File: src/rtl/regfile_pkg.sv
// Shared constants and write-port priority resolution for the multi-port register file.
// Used by the storage update and by the optional same-cycle bypass path.
package regfile_pkg;

    localparam int DATA_W_DEF   = 32;
    localparam int NUM_REGS_DEF = 32;
    localparam int NUM_RD_DEF   = 2;
    localparam int NUM_WR_DEF   = 2;

    // Callers zero-extend their write ports to these fixed maxima.
    localparam int MAX_WR = 4;
    localparam int MAX_AW = 8;

    typedef struct packed {
        logic       hit;
        logic [1:0] port;
    } wr_sel_t;

    // Highest-indexed enabled port whose address matches target wins.
    function automatic wr_sel_t wr_select(
        input logic [MAX_WR-1:0]             en,
        input logic [MAX_WR-1:0][MAX_AW-1:0] addr,
        input logic [MAX_AW-1:0]             target
    );
        wr_sel_t sel;
        sel = '0;
        for (int i = 0; i < MAX_WR; i++) begin
            if (en[i] && (addr[i] == target)) begin
                sel.hit  = 1'b1;
                sel.port = 2'(i);
            end
        end
        return sel;
    endfunction

endpackage

File: src/rtl/regfile_scoreboard.sv
// Per-register busy bits: write-back clears, claim sets (beats a same-edge clear),
// flush clears everything and beats a same-edge claim.
module regfile_scoreboard
    import regfile_pkg::*;
#(
    parameter int NUM_REGS = NUM_REGS_DEF,
    parameter int ADDR_W   = $clog2(NUM_REGS),
    parameter int ZERO_REG = 1
) (
    input  logic                            clk,
    input  logic                            reset,
    input  logic [MAX_WR-1:0]               wr_en,
    input  logic [MAX_WR-1:0][MAX_AW-1:0]   wr_addr,
    input  logic                            claim_en,
    input  logic [ADDR_W-1:0]               claim_addr,
    input  logic                            flush,
    output logic [NUM_REGS-1:0]             busy_vec
);

    genvar gi;
    generate
        for (gi = 0; gi < NUM_REGS; gi++) begin : g_bit
            logic busy_d;
            logic busy_q;

            always_comb begin
                busy_d = busy_q;
                for (int w = 0; w < MAX_WR; w++) begin
                    if (wr_en[w] && (wr_addr[w] == MAX_AW'(gi))) begin
                        busy_d = 1'b0;
                    end
                end
                if (claim_en && (claim_addr == ADDR_W'(gi))) begin
                    busy_d = 1'b1;
                end
                if (flush || ((ZERO_REG != 0) && (gi == 0))) begin
                    busy_d = 1'b0;
                end
            end

            always_ff @(posedge clk or negedge reset) begin
                if (!reset) begin
                    busy_q <= 1'b0;
                end else begin
                    busy_q <= busy_d;
                end
            end

            assign busy_vec[gi] = busy_q;
        end
    endgenerate

endmodule

File: src/rtl/multiport_register_file.sv
// Multi-port register file with scoreboard; combinational reads, prioritised writes.
// Define REGFILE_BYPASS_EN to forward same-cycle write data (and busy) to read ports.
module multiport_register_file
    import regfile_pkg::*;
#(
    parameter int DATA_W   = DATA_W_DEF,
    parameter int NUM_REGS = NUM_REGS_DEF,
    parameter int ADDR_W   = $clog2(NUM_REGS),
    parameter int NUM_RD   = NUM_RD_DEF,
    parameter int NUM_WR   = NUM_WR_DEF,
    parameter int ZERO_REG = 1
) (
    input  logic                     clk,
    input  logic                     reset,
    input  logic [NUM_RD*ADDR_W-1:0] rd_addr,
    output logic [NUM_RD*DATA_W-1:0] rd_data,
    output logic [NUM_RD-1:0]        rd_busy,
    input  logic [NUM_WR-1:0]        wr_en,
    input  logic [NUM_WR*ADDR_W-1:0] wr_addr,
    input  logic [NUM_WR*DATA_W-1:0] wr_data,
    input  logic                     claim_en,
    input  logic [ADDR_W-1:0]        claim_addr,
    input  logic                     flush,
    output logic [NUM_REGS-1:0]      busy_vec
);

    logic [MAX_WR-1:0]             wr_en_ext;
    logic [MAX_WR-1:0][MAX_AW-1:0] wr_addr_ext;
    logic [NUM_REGS-1:0][DATA_W-1:0] regs_all;

    genvar gi;
    generate
        for (gi = 0; gi < MAX_WR; gi++) begin : g_wr_ext
            if (gi < NUM_WR) begin : g_used
                assign wr_en_ext[gi]   = wr_en[gi];
                assign wr_addr_ext[gi] = MAX_AW'(wr_addr[gi*ADDR_W +: ADDR_W]);
            end else begin : g_unused
                assign wr_en_ext[gi]   = 1'b0;
                assign wr_addr_ext[gi] = '0;
            end
        end

        for (gi = 0; gi < NUM_REGS; gi++) begin : g_reg
            wr_sel_t           sel;
            logic [DATA_W-1:0] reg_d;
            logic [DATA_W-1:0] reg_q;

            always_comb begin
                sel   = wr_select(wr_en_ext, wr_addr_ext, MAX_AW'(gi));
                reg_d = reg_q;
                if (sel.hit && !((ZERO_REG != 0) && (gi == 0))) begin
                    reg_d = wr_data[sel.port*DATA_W +: DATA_W];
                end
            end

            always_ff @(posedge clk or negedge reset) begin
                if (!reset) begin
                    reg_q <= '0;
                end else begin
                    reg_q <= reg_d;
                end
            end

            assign regs_all[gi] = reg_q;
        end

        for (gi = 0; gi < NUM_RD; gi++) begin : g_rd
            logic [ADDR_W-1:0] addr;
            logic [DATA_W-1:0] data;
            logic              busy;
`ifdef REGFILE_BYPASS_EN
            wr_sel_t           fwd;
`endif

            assign addr = rd_addr[gi*ADDR_W +: ADDR_W];

            always_comb begin
                data = regs_all[addr];
                busy = busy_vec[addr];
`ifdef REGFILE_BYPASS_EN
                fwd = wr_select(wr_en_ext, wr_addr_ext, MAX_AW'(addr));
                // Forwarding is suppressed in reset so every port reads 0 while it is held.
                if (reset && fwd.hit && !((ZERO_REG != 0) && (addr == '0))) begin
                    data = wr_data[fwd.port*DATA_W +: DATA_W];
                    busy = claim_en && (claim_addr == addr);
                end
`endif
            end

            assign rd_data[gi*DATA_W +: DATA_W] = data;
            assign rd_busy[gi]                  = busy;
        end
    endgenerate

    regfile_scoreboard #(
        .NUM_REGS (NUM_REGS),
        .ADDR_W   (ADDR_W),
        .ZERO_REG (ZERO_REG)
    ) u_scoreboard (
        .clk        (clk),
        .reset      (reset),
        .wr_en      (wr_en_ext),
        .wr_addr    (wr_addr_ext),
        .claim_en   (claim_en),
        .claim_addr (claim_addr),
        .flush      (flush),
        .busy_vec   (busy_vec)
    );

endmodule

File: config.mk
export PLATFORM = sky130hd
export DESIGN_NAME = multiport_register_file
export DESIGN_NICKNAME = d
export VERILOG_FILES = /design/src/rtl/regfile_pkg.sv /design/src/rtl/regfile_scoreboard.sv /design/src/rtl/multiport_register_file.sv
export SDC_FILE = /design/constraint.sdc
export NUM_CORES = 2
export LEC_CHECK = 0
export CORE_MARGIN = 2
export CORE_UTILIZATION = 35
export CTS_CLUSTER_SIZE = 40
export DETAILED_ROUTE_END_ITERATION = 16
export PLACE_DENSITY = 0.49
export SYNTH_ARGS = -nofsm -noshare
export SYNTH_HDL_FRONTEND = slang
export SYNTH_HIERARCHICAL = 1
export SYNTH_SLANG_ARGS = --single-unit
File: constraint.sdc
create_clock -name clk -period 2.8 [get_ports clk]
set_input_delay 0.56 -clock clk [delete_from_list [all_inputs] [get_ports clk]]
set_output_delay 0.56 -clock clk [all_outputs]
set_load 0.05 [all_outputs]
# --- Word-level counts from Yosys, hierarchy flattened ---
# Cells that the tools add are included.
totals:
  reg_bits: 1023
op_classes:
  magnitude_cmp: 2
  muxes: 194
  n_shift: 31
  eq_ne: 93
  reduce_logical: 124
op_table:
  columns: ["operator", "n"]
  rows:
  - ["variable part select 64 x 8 -> 32 bit", 31]
  - ["binary-select mux 32 bit (select 5 bit)", 2]
  - ["equality test 5 bit, second input constant", 48]
  - ["two-way mux 3 bit", 62]
  - ["two-way mux 1 bit", 126]
  - ["nonzero test 4 bit", 31]
  - ["equality test 5 x 4 -> 1 bit, second input constant", 24]
  - ["logical AND 1 bit", 93]
  - ["two-way mux 32 bit", 2]
  - ["equality test 5 x 3 -> 1 bit, second input constant", 12]
  - ["equality test 5 x 2 -> 1 bit, second input constant", 6]
  - ["equality test 5 x 1 -> 1 bit, second input constant", 3]
  - ["less-than comparator 5 x 6 -> 1 bit, second input constant", 2]
  - ["binary-select mux 1 bit (select 5 bit)", 2]

# --- Logic depth before layout (Yosys ltp) ---
depth:
  depth_word: 6
  depth_mapped: 9
  ltp_nobuf: 4

# --- Hierarchy ---
# Netlist, hierarchy kept.
modules_own_cells:
  columns: ["mod", "cells_each", "area_per_inst_um2", "instances"]
  rows:
  - ["multiport_register_file", 5965, 62467.4, 1]
  - ["regfile_scoreboard", 338, 2711.4, 1]

# --- Worst setup path after synthesis ---
# No wires, ideal clock.
synth_timing:
  path_kind: "input -> output"
  start: "input port rd_addr[0]"
  end: "output port rd_data[10]"
  setup_slack_ns: -0.742
  cell_stages: 8
  required_time_ns: 2.240
  n_path_buf: 5
  arrival_time_ns: 2.982
  cell_sequence: "buf_2 -> buf_2 -> buf_4 -> buf_4 -> buf_1 -> a22o_1 -> a211oi_1 -> o31ai_1"
synth_between:
  elab_chain_len: 2
synth_lines:
  columns: ["element", "line_no", "rtl"]
  rows:
  - ["start: declaration", "multiport_register_file.sv:15", "input logic [NUM_RD*ADDR_W-1:0] rd_addr,"]
  - ["binary-select mux 32 bit (select 5 bit)", "multiport_register_file.sv:78", "data = regs_all[addr];"]
  - ["two-way mux 32 bit (not written as such)", "multiport_register_file.sv:78", null]
  - ["end: declaration", "multiport_register_file.sv:16", "output logic [NUM_RD*DATA_W-1:0] rd_data,"]
# Every way passes these cells. The select of a mux whose other input is x is not followed.

# --- Worst setup path after layout ---
layout_timing:
  start: "register u_scoreboard.g_bit[12].busy_q"
  end: "output port rd_busy[0]"
layout_between:
  elab_chain_len: 2
layout_lines:
  columns: ["element", "line_no", "rtl"]
  rows:
  - ["start: declaration", "regfile_scoreboard.sv:24", "logic busy_q;"]
  - ["start signal: assignment", "regfile_scoreboard.sv:45", "busy_q <= busy_d;"]
  - ["binary-select mux 1 bit (select 5 bit)", "multiport_register_file.sv:79", "busy = busy_vec[addr];"]
  - ["two-way mux 1 bit (not written as such)", "multiport_register_file.sv:79", null]
  - ["end: declaration", "multiport_register_file.sv:17", "output logic [NUM_RD-1:0] rd_busy,"]
# Every way passes these cells. The select of a mux whose other input is x is not followed.

==> results_dict.tcl <==
set metrics [dict create \
    multiInputGateArea_mm2 0.0386 \
    tritoncts "done" \
    pwr-share-seq 0.397 \
    hold_viol 0 \
    p_leak_nw 35.8 \
    grt_use_met2 0.452 \
    clk_pin_slew_worst_paths_ns 0.06 \
    dr_total_vias 53796 \
    drc 0 \
    dieWidth_um 436 \
    required_ns 2.24 \
    root_buffer "clkbuf_16" \
    gp_congestion 0.888 \
    final_antenna_net_count 0 \
    combPwrFrac 0.284 \
    critPathKind "reg -> out" \
    vdd_drop_max_mv 0.474 \
    grt_start_max_net_pins 107 \
    synth_area_per_cell_um2 10.3 \
    synth_seq_cells 1023 \
    port_buffers 191 \
    drt-total-wl_um 273000 \
    yosysWarnings 6 \
    layout_setup_ws_ns -0.386 \
    end_kind "primary output" \
    std_cell_rows 158 \
    dp_slack_ns -0.532 \
    synth_cells 6303 \
    wl_per_cell_um 29.7 \
    drive_above_1_share 0.247 \
    dp_hpwl_um 179000 \
    hp-class "in -> async" \
    die_area_mm2 0.190 \
    worstSetupStartpointType "flip-flop" \
    antenna_found_initial 6 \
    fin_crit_ns 3.19 \
    setup_violations 66 \
    swShare 0.320 \
    synth.distinct_cells 50 \
    final-max-slew-violation-count 0 \
    stdcell_count 9173 \
    dpl-instance-area_mm2 0.0761 \
    grtUsageMet3 0.0460 \
    dp_cells 8874 \
    ys.flop_type "dfrtp_1" \
    seq_area_mm2 0.0256 \
    htree_num_levels 4 \
    outcome "finished with violations" \
    start_util 0.352 \
    crit_fanout 4 \
    powerDensity_mw_per_mm2 667 \
    numCtsBuffers 133 \
    syn-cell-area_mm2 0.0652 \
    final_area_mm2 0.0818 \
    clk-insertion-delay-late_ns 0.77 \
    io_pins 193 \
    clock_skew_ns 0 \
    grt_pass1_wl_um 394000 \
    fp.dieH_um 436 \
    slew-limit-headroom 0.518 \
    grt_pass1_vias 53099 \
    switching_power_mw 17.4 \
    clkSinkCount 1023 \
    worst_slew_pin_slew_ns 0.723 \
    async_flop_share 1.00 \
    synth_edf_count 0 \
    clock.fmax_mhz 314 \
    coreArea_mm2 0.185 \
    p_int_mw 37.1 \
    violations "negative setup slack" \
    timing.final.crit_share 1.14 \
    syn_to_final_growth_pct 25.4 \
    fill_cells 17400 \
    overflow 0 \
    rsz0062_at_grt "true" \
    grt_util_met1 0.390 \
    drtIter0Drc 5472 \
    fin_nets 6678 \
    cp.arrival_ns 2.63 \
    clk_path_buf_depth 3 \
    vias_per_cell 5.86 \
    drv_cap 0 \
    seq_area_frac_synth 0.393 \
    final.setup.tns_ns -12.14 \
    grt_usage 0.283 \
    grt_busiest_layer "met2" \
    first_pass_iters 6 \
    clkPwrFrac 0.319 \
]
## final timing paths
| kind | depth (start not counted) | end | startpoint | slack, ns |
|---|---|---|---|---|
| min | 2 | u_scoreboard/g_bit[26].busy_q | reset | 0.32 |
| min reg2reg | 2 | g_reg[12].reg_q[19] | g_reg[12].reg_q[19] | 0.58 |
| min in group clk | 2 | g_reg[12].reg_q[19] | g_reg[12].reg_q[19] | 0.58 |
| max in group asynchronous | 3 | g_reg[7].reg_q[26] | reset | 1.40 |
| max | 4 | rd_busy[0] | u_scoreboard/g_bit[12].busy_q | -0.39 |
| max reg2reg | 4 | u_scoreboard/g_bit[24].busy_q | u_scoreboard/g_bit[24].busy_q | 1.66 |
## worst max-delay path, stage by stage, from the launching register on
cell and delay, ns:
dfrtp_1 0.45, mux4_2 0.50, mux4_2 0.46, mux2_4 0.28, buf_6 0.15
## flip-flops by register name, summed over array words and instances, names as in the netlist
name / count
g.reg_q: 992
u_scoreboard/g_bit.busy_q: 31
## per-layer routing
metal / share of wire / vias to the layer above
li1: - / 23681
met1: 0.43 / 27386
met2: 0.47 / 2258
met3: 0.068 / 469
met4: 0.036 / 2
met5: 0.000040 / -
## stage by stage
stage | util | total power [mW] | hold slack (ns)
floorplan | - | 31.4 | 0.264
global placement | 0.411 | 36.2 | 0.514
detailed placement | 0.411 | 36.7 | 0.516
CTS | 0.439 | 54.6 | 0.288
global route | 0.441 | 57.2 | 0.332
finish | 0.441 | 54.5 | 0.323
## power by group through the flow
| stage | clock network (mW) | registers, mW | logic, mW |
|---|---|---|---|
| after floorplan | 0 | 20.7 | 10.7 |
| after global placement | 0 | 21.7 | 14.6 |
| after detailed placement | 0 | 21.8 | 14.9 |
| after CTS | 17.7 | 21.6 | 15.3 |
| after global routing | 18.3 | 22.2 | 16.7 |
| final | 17.4 | 21.7 | 15.5 |
## cells in the final DEF (no fill, tap or decap), types with 19 or more instances in the layout
| master | synthesis | final |
|---|---|---|
| a211oi_1 | 64 | 29 |
| a211oi_2 | 0 | 31 |
| a21oi_1 | 512 | 512 |
| a22o_1 | 191 | 189 |
| and2_1 | 72 | 59 |
| buf_12 | 0 | 246 |
| buf_4 | 46 | 384 |
| buf_6 | 0 | 58 |
| clkbuf_1 | 529 | 40 |
| clkbuf_16 | 0 | 138 |
| clkdlybuf4s50_1 | 0 | 114 |
| clkinv_2 | 0 | 26 |
| conb_1 | 2 | 83 |
| dfrtp_1 | 1023 | 1012 |
| mux2_2 | 65 | 62 |
| mux2i_1 | 1186 | 1182 |
| mux4_2 | 404 | 404 |
| nand2_1 | 525 | 499 |
| nand2_4 | 0 | 24 |
| nand3_1 | 62 | 58 |
| nand4_1 | 19 | 19 |
| nor2_1 | 556 | 530 |
| nor2_4 | 0 | 26 |
| o211ai_1 | 33 | 33 |
| o21ai_0 | 549 | 485 |
| o21ai_2 | 0 | 47 |
| o22ai_1 | 89 | 89 |
| o31ai_4 | 0 | 64 |
## synth_stat cells, drive strengths merged (33+ instances only)
cell type,n,share of area
a211oi,64,0.0074
a21oi,512,0.039
a22o,191,0.026
and2,72,0.0069
buf,232,0.019
clkbuf,529,0.030
dfrtp,1023,0.39
mux2,65,0.011
mux2i,1186,0.18
mux4,404,0.14
nand2,525,0.030
nand3,62,0.0048
nor2,556,0.032
o211ai,33,0.0038
o21ai,549,0.042
o22ai,89,0.0085
o31ai,66,0.0076
## layout make-up
cell class | instances | area share
multi-input combinational | 4594 | 0.472
sequential | 1023 | 0.313
timing repair buffer | 825 | 0.124
clock buffer | 193 | 0.0463
tap | 2480 | 0.0380
clock inverter | 51 | 0.00669
inverter | 6 | 0.000275
antenna | 1 | 0.0000306
## kinds of logic after synthesis
| logic type | Yosys count | synth area share |
|---|---|---|
| muxes | 1655 | 0.333 |
| AOI/OAI and AO/OA | 1523 | 0.137 |
| and+or+nand+nor | 1333 | 0.0874 |
| DFF | 1023 | 0.393 |
| buffers and inverters | 767 | 0.0497 |
| other | 2 | 0.000115 |
## repair_timing
| action | 4_1_cts | 5_1_grt |
|---|---|---|
| pin swaps | 123 | 55 |
| hold buffers | 1 | 0 |
| setup endpoints to repair | 66 | 66 |
| gates resized for setup | 150 | 44 |
| setup buffers | 21 | 36 |
| endpoints found under the hold margin | 15 | 0 |
| cloned | 3 | 2 |
Power figures use the tool's default switching activity.
